**config.mk**
```make
export PLATFORM = sky130hd
export DESIGN_NAME = pair_motion_estimator
export DESIGN_NICKNAME = d
export VERILOG_FILES = /design/src/rtl/stab_pkg.sv /design/src/rtl/seq_divider_u.sv /design/src/rtl/pair_motion_estimator.sv
export SDC_FILE = /design/constraint.sdc
export NUM_CORES = 1
export LEC_CHECK = 0
export ABC_CLOCK_PERIOD_IN_PS = 5400
export BUFFER_PORTS_ARGS = -buffer_cell sky130_fd_sc_hd__buf_2
export CAP_MARGIN = 20
export CORE_MARGIN = 1
export CORE_UTILIZATION = 50
export CTS_BUF_LIST = sky130_fd_sc_hd__clkbuf_8 sky130_fd_sc_hd__clkbuf_16
export CTS_CLUSTER_DIAMETER = 50
export DETAILED_ROUTE_END_ITERATION = 8
export GPL_ROUTABILITY_DRIVEN = 1
export PLACE_DENSITY_LB_ADDON = 0.1
export SKIP_LAST_GASP = 1
export SYNTH_ARGS = -nofsm -noshare
export SYNTH_HDL_FRONTEND = slang
export SYNTH_SLANG_ARGS = --single-unit
```
**constraint.sdc**
```tcl
create_clock -name clk -period 5.4 [get_ports clk]
set_input_delay 0.27 -clock clk [delete_from_list [all_inputs] [get_ports clk]]
set_output_delay 0.27 -clock clk [all_outputs]
set_load 0.005 [all_outputs]
```
**src/rtl/stab_pkg.sv**
```systemverilog
// Shared types and sizing helpers for the stabilization motion-estimation path.
package stab_pkg;

  typedef enum logic [1:0] {ACCUM, LOAD, DIV, DONE} motion_state_t;

  localparam int unsigned DEFAULT_MAX_DISP = 31;

  // Accumulator width: widest displacement plus room for CNT_WIDTH worth of additions.
  function automatic int unsigned sum_width(input int unsigned xw, input int unsigned yw,
                                            input int unsigned cw);
    return ((xw > yw) ? xw : yw) + 1 + cw;
  endfunction

endpackage

```
**src/rtl/seq_divider_u.sv**
```systemverilog
// Unsigned restoring divider: one quotient bit per cycle after start, W cycles total.
module seq_divider_u #(
  parameter int unsigned W  = 21,
  parameter int unsigned DW = 10,
  parameter int unsigned QW = 11
) (
  input  logic          clk,
  input  logic          rst,
  input  logic          start,
  input  logic [W-1:0]  dividend,
  input  logic [DW-1:0] divisor,
  output logic [QW-1:0] quotient,
  output logic          done
);

  localparam int unsigned IW = $clog2(W + 1);

  logic [W-1:0]  q;
  logic [DW-1:0] rem;
  logic [DW-1:0] div_r;
  logic [IW-1:0] iter;
  logic          active;
  logic [DW:0]   trial;
  logic [DW:0]   diff;

  assign trial    = {rem, q[W-1]};
  assign diff     = trial - {1'b0, div_r};
  assign done     = active && (iter == IW'(1));
  assign quotient = q[QW-1:0];

  always_ff @(posedge clk or posedge rst) begin
    if (rst) begin
      q      <= '0;
      rem    <= '0;
      div_r  <= '0;
      iter   <= '0;
      active <= 1'b0;
    end else if (start) begin
      q      <= dividend;
      rem    <= '0;
      div_r  <= divisor;
      iter   <= IW'(W);
      active <= 1'b1;
    end else if (active) begin
      // Remainder stays below the divisor, so the trial value always fits DW+1 bits.
      if (trial >= {1'b0, div_r}) begin
        rem <= diff[DW-1:0];
        q   <= {q[W-2:0], 1'b1};
      end else begin
        rem <= trial[DW-1:0];
        q   <= {q[W-2:0], 1'b0};
      end
      iter <= iter - IW'(1);
      if (iter == IW'(1)) active <= 1'b0;
    end
  end

endmodule

```
**src/rtl/pair_motion_estimator.sv**
```systemverilog
// Accumulates matched-pair displacements per frame, rejects outliers, and divides
// the sums by the accepted count to produce the mean frame motion vector.
module pair_motion_estimator
  import stab_pkg::*;
#(
  parameter int unsigned X_WIDTH   = 10,
  parameter int unsigned Y_WIDTH   = 10,
  parameter int unsigned CNT_WIDTH = 10,
  parameter int unsigned MAX_DISP  = DEFAULT_MAX_DISP
) (
  input  logic                 clk,
  input  logic                 reset,
  input  logic                 pair_valid,
  input  logic                 pair_done,
  input  logic [X_WIDTH-1:0]   current_feature_X,
  input  logic [Y_WIDTH-1:0]   current_feature_Y,
  input  logic [X_WIDTH-1:0]   prev_feature_X,
  input  logic [Y_WIDTH-1:0]   prev_feature_Y,
  output logic                 busy,
  output logic                 motion_valid,
  output logic signed [X_WIDTH:0] motion_dx,
  output logic signed [Y_WIDTH:0] motion_dy,
  output logic                 motion_empty,
  output logic [CNT_WIDTH-1:0] pair_count,
  output logic [CNT_WIDTH-1:0] reject_count
);

  localparam int unsigned SW    = sum_width(X_WIDTH, Y_WIDTH, CNT_WIDTH);
  localparam int unsigned EXT_X = SW - X_WIDTH - 1;
  localparam int unsigned EXT_Y = SW - Y_WIDTH - 1;
  localparam logic [X_WIDTH:0]   MAX_DX  = (X_WIDTH + 1)'(MAX_DISP);
  localparam logic [Y_WIDTH:0]   MAX_DY  = (Y_WIDTH + 1)'(MAX_DISP);
  localparam logic [CNT_WIDTH-1:0] CNT_MAX = '1;

  motion_state_t state, next;

  logic signed [X_WIDTH:0] dx;
  logic signed [Y_WIDTH:0] dy;
  logic [X_WIDTH:0]        abs_dx;
  logic [Y_WIDTH:0]        abs_dy;
  logic                    outlier;
  logic                    take;

  logic signed [SW-1:0]    sum_dx, sum_dy;
  logic [SW-1:0]           mag_dx, mag_dy;
  logic [CNT_WIDTH-1:0]    acc_count, rej_acc;
  logic [CNT_WIDTH-1:0]    cnt_l, rej_l;
  logic                    neg_dx, neg_dy;

  logic [X_WIDTH:0]        q_dx;
  logic [Y_WIDTH:0]        q_dy;
  logic                    done_x, done_y, div_done;

  assign dx      = $signed({1'b0, current_feature_X}) - $signed({1'b0, prev_feature_X});
  assign dy      = $signed({1'b0, current_feature_Y}) - $signed({1'b0, prev_feature_Y});
  assign abs_dx  = dx[X_WIDTH] ? -dx : dx;
  assign abs_dy  = dy[Y_WIDTH] ? -dy : dy;
  assign outlier = (abs_dx > MAX_DX) || (abs_dy > MAX_DY);
  assign take    = (state == ACCUM) && pair_valid && (acc_count != CNT_MAX);
  assign mag_dx  = sum_dx[SW-1] ? -sum_dx : sum_dx;
  assign mag_dy  = sum_dy[SW-1] ? -sum_dy : sum_dy;
  assign busy    = (state != ACCUM);
  assign div_done = done_x & done_y;

  seq_divider_u #(.W(SW), .DW(CNT_WIDTH), .QW(X_WIDTH + 1)) u_div_dx (
    .clk(clk), .rst(reset), .start(state == LOAD),
    .dividend(mag_dx), .divisor(acc_count), .quotient(q_dx), .done(done_x)
  );

  seq_divider_u #(.W(SW), .DW(CNT_WIDTH), .QW(Y_WIDTH + 1)) u_div_dy (
    .clk(clk), .rst(reset), .start(state == LOAD),
    .dividend(mag_dy), .divisor(acc_count), .quotient(q_dy), .done(done_y)
  );

  always_ff @(posedge clk or posedge reset) begin
    if (reset) state <= ACCUM;
    else       state <= next;
  end

  always_comb begin
    next = state;
    unique case (state)
      ACCUM:   if (pair_done) next = LOAD;
      LOAD:    next = DIV;
      DIV:     if (div_done) next = DONE;
      DONE:    next = ACCUM;
      default: next = ACCUM;
    endcase
  end

  // LOAD hands the sums to the dividers on the same edge that clears them.
  always_ff @(posedge clk or posedge reset) begin
    if (reset) begin
      sum_dx    <= '0;
      sum_dy    <= '0;
      acc_count <= '0;
      rej_acc   <= '0;
      cnt_l     <= '0;
      rej_l     <= '0;
      neg_dx    <= 1'b0;
      neg_dy    <= 1'b0;
    end else if (state == LOAD) begin
      cnt_l     <= acc_count;
      rej_l     <= rej_acc;
      neg_dx    <= sum_dx[SW-1];
      neg_dy    <= sum_dy[SW-1];
      sum_dx    <= '0;
      sum_dy    <= '0;
      acc_count <= '0;
      rej_acc   <= '0;
    end else if (take) begin
      if (outlier) begin
        if (rej_acc != CNT_MAX) rej_acc <= rej_acc + 1'b1;
      end else begin
        sum_dx    <= sum_dx + {{EXT_X{dx[X_WIDTH]}}, dx};
        sum_dy    <= sum_dy + {{EXT_Y{dy[Y_WIDTH]}}, dy};
        acc_count <= acc_count + 1'b1;
      end
    end
  end

  always_ff @(posedge clk or posedge reset) begin
    if (reset) begin
      motion_valid <= 1'b0;
      motion_dx    <= '0;
      motion_dy    <= '0;
      motion_empty <= 1'b0;
      pair_count   <= '0;
      reject_count <= '0;
    end else begin
      motion_valid <= 1'b0;
      if (state == DONE) begin
        motion_valid <= 1'b1;
        motion_empty <= (cnt_l == '0);
        pair_count   <= cnt_l;
        reject_count <= rej_l;
        motion_dx    <= (cnt_l == '0) ? '0 : (neg_dx ? -q_dx : q_dx);
        motion_dy    <= (cnt_l == '0) ? '0 : (neg_dy ? -q_dy : q_dy);
      end
    end
  end

endmodule

```
# Word level (Yosys, flattened, before mapping)
# Cells that the tools add are included.
[word_totals] ramBits=0 output_inout_bits=45 word_cells=117 latch_bits=0 regBits=204 input_bits=44 mem_bits_ro=0 mem_count=0
[op_classes] mul=0 eq_ne=10 n_lt_le_gt_ge=4 n_div=0 bitwise_logic=1 shifts=0 n_mux=47 add_sub_neg=16 reduce_logical=16
[op_table] operator="21-bit two-way mux" n=12
[op_table] operator="10-bit two-way mux" n=13
[op_table] operator="11-bit two-way mux" n=6
[op_table] operator="11-bit negator" n=4
[op_table] operator="21-bit adder" n=2
[op_table] operator="21-bit negator" n=2
[op_table] operator="11-bit by 10-bit >= comparator with 1-bit output" n=2
[op_table] operator="11-bit by 5-bit > comparator with 1-bit output (second input constant)" n=2
[op_table] operator="10-bit by 10-bit subtractor with 11-bit output" n=2
[op_table] operator="10-bit by 1-bit adder with 10-bit output (second input constant)" n=2
[op_table] operator="5-bit two-way mux" n=4
[op_table] operator="10-bit inequality test (second input constant)" n=2
[op_table] operator="10-bit subtractor" n=2
[op_table] operator="2-bit nonzero test" n=6
[op_table] operator="5-bit by 1-bit equality test with 1-bit output (second input constant)" n=2
[op_table] operator="10-bit zero test" n=1
[op_table] operator="5-bit by 1-bit subtractor with 5-bit output (second input constant)" n=2
[op_table] operator="1-bit two-way mux" n=9
[op_table] operator="2-bit one-hot mux with 4 select lines" n=1
[op_table] operator="2-bit equality test (second input constant)" n=2
[op_table] operator="1-bit logical AND" n=4
[op_table] operator="2-bit two-way mux" n=2
[op_table] operator="2-bit inequality test (second input constant)" n=2
[op_table] operator="2-bit AND reduction" n=2
[op_table] operator="6 further kinds" n=6

# Longest topological paths before layout
# Gate-level depths: netlist (run 1).
[logic_depth] word_depth=8 depth_mapped=20

# Cells and area by module
# Synthesis (run 1) repeated with hierarchy kept, for this count alone.
[hier_totals] hier_cells=1651 area_unflattened_um2=15323.4
[by_module_without_submodules] mod="pair_motion_estimator" cells_each=1099 instances=1 seq_area_each_um2=3253.1 area_per_inst_um2=10070.9
[by_module_without_submodules] mod="seq_divider_u" cells_each=276 instances=2 seq_area_each_um2=1176.1 area_per_inst_um2=2626.3

# Worst setup path after synthesis (run 1)
# Ideal clock, no wire load.
[synth_timing] path_kind="in2reg" from="in current_feature_X[0]" to="reg sum_dx[20]" path_stages=19 arrival_ns=3.917 setup_ns=0.125 t_required_ns=5.275 setup_slack_ns=1.358 cell_sequence="inv_1 > ha_1 > inv_1 > fa_1 > a211oi_1 > o21ai_0 > a211oi_1 > o21ba_2 > nor2_1 > ha_1 > a31o_2 > or3_1 > o211ai_1 > a21oi_1 > o31ai_1 > a21boi_0 > o21ai_0 > o311a_1 > mux2_2"
[synth_between] elab_chain_cells=7 word_cells_on_any_way=11 cone_classes="add/sub (3); order compare (1); eq/ne (1); mux (4); reduce/logical (2)"
[synth_lines] element="start: declaration" line_no="pair_motion_estimator.sv:15" source="input logic [X_WIDTH-1:0] current_feature_X,"
[synth_lines] element="10-bit by 10-bit subtractor with 11-bit output *" line_no="pair_motion_estimator.sv:54" source="assign dx = $signed({1'b0, current_feature_X}) - $signed({1'b0, prev_feature_X});"
[synth_lines] element="11-bit negator" line_no="pair_motion_estimator.sv:56" source="assign abs_dx = dx[X_WIDTH] ? -dx : dx;"
[synth_lines] element="11-bit two-way mux" line_no="pair_motion_estimator.sv:56"
[synth_lines] element="11-bit by 5-bit > comparator with 1-bit output" line_no="pair_motion_estimator.sv:58" source="assign outlier = (abs_dx > MAX_DX) || (abs_dy > MAX_DY);"
[synth_lines] element="1-bit logical OR" line_no="pair_motion_estimator.sv:58"
[synth_lines] element="2-bit by 1-bit inequality test with 1-bit output (no source line)"
[synth_lines] element="2-bit AND reduction (no source line)"
[synth_lines] element="end signal: assignment" line_no="pair_motion_estimator.sv:115" source="sum_dx <= sum_dx + {{EXT_X{dx[X_WIDTH]}}, dx};"
[synth_lines] element="end: declaration" line_no="pair_motion_estimator.sv:44" source="logic signed [SW-1:0] sum_dx, sum_dy;"
# Mark *: on every way between the ends. The rest lies on a longest branch, timed or not. The select of a mux whose other input is x is not followed.
# A chain may end at the register's enable or synchronous reset.

# Final worst setup path (run 1)
# Ends and elaborated chain as after synthesis.

==> impl_metrics.json, run 1 <==
{
  "htree_num_levels": 1,
  "hold_viol": 0,
  "finalSetupViolations": 0,
  "post-dp-hpwl_um": 22300,
  "layout_min_cycle_time_ns": 3.97,
  "worst_pin_slew_ns": 1.03,
  "vias": 11200,
  "ys_seq_elements": 204,
  "synth_edf_count": 0,
  "clk_latency_ns": 0.54,
  "netlist_instances": 1538,
  "grt_max_degree": 205,
  "synth_flop_cell": "dfrtp_1",
  "die_area_um2": 28900,
  "first_pass_iters": 5,
  "cts_tree": "yes",
  "die_x_um": 170,
  "criticalPathCategory": "in2reg",
  "cp-start-kind": "primary input",
  "status": "completed",
  "grtUsageTotal": 0.220,
  "start_util": 0.508,
  "worstSetupEndpointType": "register",
  "maxSlewViolCount": 0,
  "fin_cells": 2008,
  "antenna_found_initial": 0,
  "cts-resized-gates": 0,
  "path_cells": "buf_2 -> inv_1 -> ha_1 -> inv_1 -> fa_1 -> a21oi_1 -> nand4b_1 -> nand3b_1 -> a221o_1 -> inv_1 -> ha_1 -> a21o_1 -> a21o_1 -> a21oi_1 -> a21oi_1 -> o31ai_1 -> a21boi_0 -> o21ai_0 -> o311a_1 -> mux2_2",
  "skew_ns": 0.0113,
  "wl_um": 31100,
  "place.gp.congestion": 0.842,
  "root_buffer": "clkbuf_16",
  "required_ns": 5.83,
  "leakage_nw": 7.68,
  "period_share": 0.734,
  "nFillCells": 2588,
  "antenna_cells": 0,
  "drc_errors": 0,
  "io_buffers": 88,
  "routedWlPerCell_um": 15.5,
  "layout-drive-gt1-share": 0.133,
  "placed_area_um2": 14900,
  "drt_iter0_markers": 637,
  "rsz0062_at_grt": "false",
  "die_height_um": 170,
  "p_per_area_nw_per_um2": 372,
  "ys_seq_area_frac": 0.362,
  "cp_max_fo": 15,
  "ys_warn_count": 0,
  "dp_cells": 1953,
  "setup_slack_ns": 1.43,
  "crit_slowest_cell": "fa_1",
  "grt_pass1_vias": 10500,
  "via_per_inst": 5.56,
  "fmax_ghz": 0.252,
  "area_growth_pct": 12.5,
  "hp-class": "in2reg",
  "synth_area_um2": 14100,
  "cp.arrival_ns": 4.39,
  "final_nets": 1755,
  "clkSlewWorstSetupHoldPaths_ns": 0.06,
  "cts_buffers": 29,
  "finalSetupTns_ns": 0,
  "synth.distinct_cells": 76,
  "gr-total-overflow": 0,
  "syn-num-nets": 1685,
  "dp_slack_ns": 0.871,
  "grt_pass1_wl_um": 52600,
  "async_reset_ff_frac": 1.00,
  "post-route-cell-area_um2": 15900,
  "core_region_area_um2": 27800,
  "peakVddDrop_mv": 0.421,
  "ant_nets": 0,
  "cts_buffer_depth": 3,
  "slew_headroom": 0.315,
  "pin_count": 89,
  "cts.sinks": 204,
  "avgSynthCellArea_um2": 9.18,
  "max_stage_delay_ns": 0.46,
  "drv_cap": 0,
  "num_rows": 61
}
[cell families after synthesis]
logic type	synth area share
xor+xnor	0.0714
fa+ha+maj	0.0945
flops	0.362
compound gates	0.171
simple gates	0.152
mux	0.0989
buf+inv	0.0509
[Yosys cell counts (10+ instances only)]
| cell type | instances | area (µm²) |
|---|---|---|
| nand2_1 | 123 | 462 |
| inv_1 | 118 | 443 |
| o22ai_1 | 28 | 175 |
| o21bai_1 | 11 | 82.6 |
| a21o_1 | 18 | 135 |
| nand2b_1 | 15 | 93.8 |
| nand3_1 | 23 | 115 |
| nor4_1 | 13 | 81.3 |
| clkbuf_1 | 45 | 169 |
| o211ai_1 | 10 | 75.1 |
| xnor2_1 | 81 | 709 |
| or3_1 | 22 | 138 |
| o21a_1 | 10 | 75.1 |
| o31ai_1 | 21 | 158 |
| dfrtp_1 | 204 | 5100 |
| xor2_1 | 34 | 298 |
| mux2_2 | 43 | 484 |
| a21oi_1 | 59 | 295 |
| nand4_1 | 18 | 113 |
| nor2b_1 | 26 | 163 |
| nor2_1 | 132 | 495 |
| nor3_1 | 11 | 55.1 |
| and3_1 | 17 | 106 |
| mux2i_1 | 90 | 901 |
| ha_1 | 97 | 1210 |
| o21ai_0 | 95 | 475 |
| a211oi_1 | 18 | 135 |
[flip-flops by register name, indices dropped and copies added (netlist names), 10 cells and up]
signal	count
pair_count	10
rej_l	10
rej_acc	10
u_div_dy.q	21
acc_count	10
u_div_dx.rem	10
u_div_dy.rem	10
reject_count	10
motion_dx	11
motion_dy	11
u_div_dx.q	21
u_div_dx.div_r	10
sum_dx	21
sum_dy	21
[cell type report]
type,count,area (µm²),share of cell area
Sequential cell,204,5110,0.321
Clock buffer,32,767,0.0483
Clock inverter,21,193,0.0121
Tap cell,378,473,0.0298
Inverter,119,450,0.0284
Multi-Input combinational cell,1152,8320,0.523
Timing Repair Buffer,102,581,0.0365
[what timing repair did]
| item | CTS | global route |
|---|---|---|
| hold buffers | 1 | 0 |
| endpoints found under the hold margin | 38 | 0 |
| setup buffers | 0 | 0 |
[power breakdown]
group / internal (mW) / total, mW / switching (mW)
logic: 0.852 / 2.09 / 1.24
clock network: 1.13 / 1.85 / 0.726
registers: 1.73 / 1.97 / 0.232
[per-stage QoR]
step                 util  hold WS (ns)  power, mW
finish              0.572         0.156       5.91
global route        0.572         0.175       6.33
CTS                 0.571         0.139       5.95
detailed placement  0.536         0.466       4.07
global placement    0.536         0.457       4.02
floorplan               -         0.474       3.57
[per-layer routing]
metal / routed length, µm / vias to the layer above / GRT usage
li1: - / 5663 / -
met4: 514 / 0 / 0.0541
met5: 0 / - / 0
met3: 921 / 45 / 0.0256
met1: 16000 / 5295 / 0.325
met2: 13700 / 170 / 0.341
[critical path: cells and delay by family]
kind,cells,cell delay [ns]
buf+inv,4,0.57
fa+ha+maj,3,0.98
compound gates,10,1.97
simple gates,2,0.25
mux,1,0.32
[worst paths after layout]
check | startpoint | endpoint | slack, ns | depth (start not counted)
worst max-delay path | current_feature_X[0] | sum_dx[20] | 1.43 | 20
worst min-delay path | pair_done | state[0] | 0.16 | 3
worst max register to register | u_div_dx.div_r[1] | u_div_dx.rem[8] | 1.65 | 12
worst min register to register | motion_empty | motion_empty | 0.47 | 1
max in group asynchronous | reset | u_div_dy.active | 3.62 | 4
min in group asynchronous | reset | u_div_dy.iter[2] | 0.46 | 3
[cell usage in the layout (no fill, tap or decap), drive strengths merged, types with 6 or more instances in the layout]
master,synthesis,routed
mux2,44,44
o22ai,28,28
a21oi,59,59
xor2,34,34
nor3,12,12
a211oi,18,18
xnor2,81,81
nor2,132,132
a311oi,9,9
or3,22,22
inv,119,131
o21a,10,10
o2111ai,7,7
o41ai,9,9
and2,8,8
a21boi,9,9
mux2i,90,90
o21bai,11,11
nand2,123,123
o31ai,21,21
nand3,23,23
or4,8,8
dfrtp,204,204
nor4,13,13
fa,6,6
and3,17,17
a31o,6,6
nand2b,15,15
nor2b,26,26
ha,97,97
clkbuf,45,32
nand4,18,18
buf,18,101
o211ai,11,11
a21o,18,18
o21ai,97,97
Note: power is estimated with default switching activity, not from simulation.
==> run 2: changes to the inputs <==
Settings changed: ABC_CLOCK_PERIOD_IN_PS 5400 to 3300.
Clock period 5.4 ns to 3.3 ns, I/O delays scaled along.
==> impl_metrics.json, run 2 (same netlist as run 1, synthesis figures left out) <==
{
  "cp_max_fo": 3,
  "finalSetupTns_ns": -0.154,
  "layout-drive-gt1-share": 0.245,
  "final_nets": 1931,
  "slew_headroom": 0.388,
  "post-route-cell-area_um2": 17600,
  "die_height_um": 170,
  "worstSetupEndpointType": "register",
  "p_per_area_nw_per_um2": 569,
  "cp.arrival_ns": 3.87,
  "switchingPower_mw": 3.67,
  "area_growth_pct": 24.7,
  "whs_ns": 0.0403,
  "htree_num_levels": 1,
  "hold_viol": 0,
  "period_share": 1.05,
  "fmax_ghz": 0.289,
  "die_x_um": 170,
  "criticalPathCategory": "in2reg",
  "setup_slack_ns": -0.154,
  "die_area_um2": 28900,
  "cp-start-kind": "primary input",
  "wl_um": 33400,
  "num_rows": 61,
  "clkSlewWorstSetupHoldPaths_ns": 0.05,
  "ant_nets": 0,
  "grtUsageTotal": 0.233,
  "layout_min_cycle_time_ns": 3.45,
  "routedWlPerCell_um": 15.3,
  "antenna_cells": 0,
  "p_clk_frac": 0.296,
  "worst_pin_slew_ns": 0.917,
  "grt_pass1_wl_um": 55500,
  "drv_cap": 0,
  "via_per_inst": 5.42,
  "root_buffer": "clkbuf_16",
  "pwr-share-comb": 0.386,
  "clk_latency_ns": 0.55,
  "skew_ns": 0.0192,
  "cts.sinks": 204,
  "place.gp.congestion": 0.870,
  "gr-total-overflow": 0,
  "placed_area_um2": 16300,
  "io_buffers": 88,
  "maxSlewViolCount": 0,
  "first_pass_iters": 5,
  "required_ns": 3.71,
  "drc_errors": 0,
  "pin_count": 89,
  "failed_checks": "negative setup slack",
  "peakVddDrop_mv": 0.516,
  "vias": 11800,
  "final_common_cell": "dfrtp_1",
  "finalSetupViolations": 1,
  "hp-class": "in2reg",
  "cts_tree": "yes",
  "status": "finished, violations left",
  "final_cell_mix": "dfrtp_1, buf_4, nor2_1",
  "rsz0062_at_grt": "true",
  "grt_pass1_vias": 11600,
  "leakage_nw": 8.59,
  "grt_max_degree": 118,
  "antenna_found_initial": 0,
  "drt_iter0_markers": 526,
  "cts_buffers": 29,
  "post-dp-hpwl_um": 24500,
  "cts_buffer_depth": 3,
  "p_seq_frac": 0.318,
  "cell_internal_pwr_mw": 6.35,
  "p_sw_frac": 0.366,
  "core_region_area_um2": 27800,
  "start_util": 0.508
}
## run 2: cell types whose count changed in the layout (fill, tap and decap cells not counted), sizes merged
cell	before	now
clkbuf	32	33
buf	101	275
clkinvlp	3	4
## run 2: worst max-delay path: stages
cell	delay, ns
buf_2	0.13
inv_8	0.03
ha_4	0.15
or3_1	0.39
o221a_4	0.27
o41ai_4	0.26
xnor2_2	0.19
ha_1	0.29
a21o_1	0.16
a31o_2	0.21
or3_1	0.32
o211ai_1	0.26
a21oi_2	0.10
o31ai_2	0.20
a21boi_1	0.11
o21ai_0	0.15
o311a_1	0.18
mux2_2	0.32
## run 2: path summary, 6_finish.rpt
check | startpoint | end | slack (ns) | cells past startpoint
worst max-delay path | prev_feature_X[3] | sum_dx[20] | -0.15 | 18
worst min-delay path | pair_done | state[0] | 0.04 | 3
worst max register to register | sum_dx[0] | sum_dx[20] | 0.31 | 13
worst min register to register | motion_empty | motion_empty | 0.47 | 1
max in group asynchronous | reset | u_div_dx.active | 2.20 | 4
min in group asynchronous | reset | motion_dy[1] | 0.23 | 3
## run 2: cell type report
cell class / instances / area (µm²)
multi-input cells: 1152 / 8630
clock inverters: 22 / 183
repair buffers: 278 / 2000
flip-flops and latches: 204 / 5110
fillers: 2446 / 10200
well taps: 378 / 473
inverters: 119 / 458
clock buffers: 31 / 753
## run 2: metal layers
metal / global-route usage / vias to the layer above / share of wire
li1: - / 6015 / -
met1: 0.321 / 5606 / 0.48
met2: 0.393 / 177 / 0.47
met3: 0.0263 / 41 / 0.032
met4: 0.0482 / 0 / 0.016
met5: 0 / - / 0
## run 2: what timing repair did
item / CTS / global route
hold buffers: 1 / 0
endpoints found under the hold margin: 21 / 0
pin swaps: 0 / 22
setup endpoints to repair: 1 / 61
gates cloned: 0 / 2
gates resized for setup: 0 / 45
buffers inserted: 0 / 6
## run 2: power by group through the flow
stage | Combinational [mW] | Sequential (mW) | Clock, mW
3_3_place_gp | 3.75 | 3.21 | 0
3_5_place_dp | 3.82 | 3.22 | 0
5_1_grt | 4.35 | 3.24 | 3.14
2_1_floorplan | 2.76 | 3.10 | 0
4_1_cts | 3.82 | 3.18 | 3.04
6_report | 3.87 | 3.18 | 2.97
## run 2: metrics by stage
step | instances | power, mW | worst slack (ns) | utilization
6_report | 2184 | 10.0 | -0.154 | 0.634
5_1_grt | 2184 | 10.7 | -0.362 | 0.634
4_1_cts | 2176 | 10.0 | -0.218 | 0.622
3_5_place_dp | 2122 | 7.05 | -0.781 | 0.588
3_3_place_gp | 2122 | 6.96 | -0.734 | 0.588
2_1_floorplan | 1538 | 5.86 | -0.542 | -
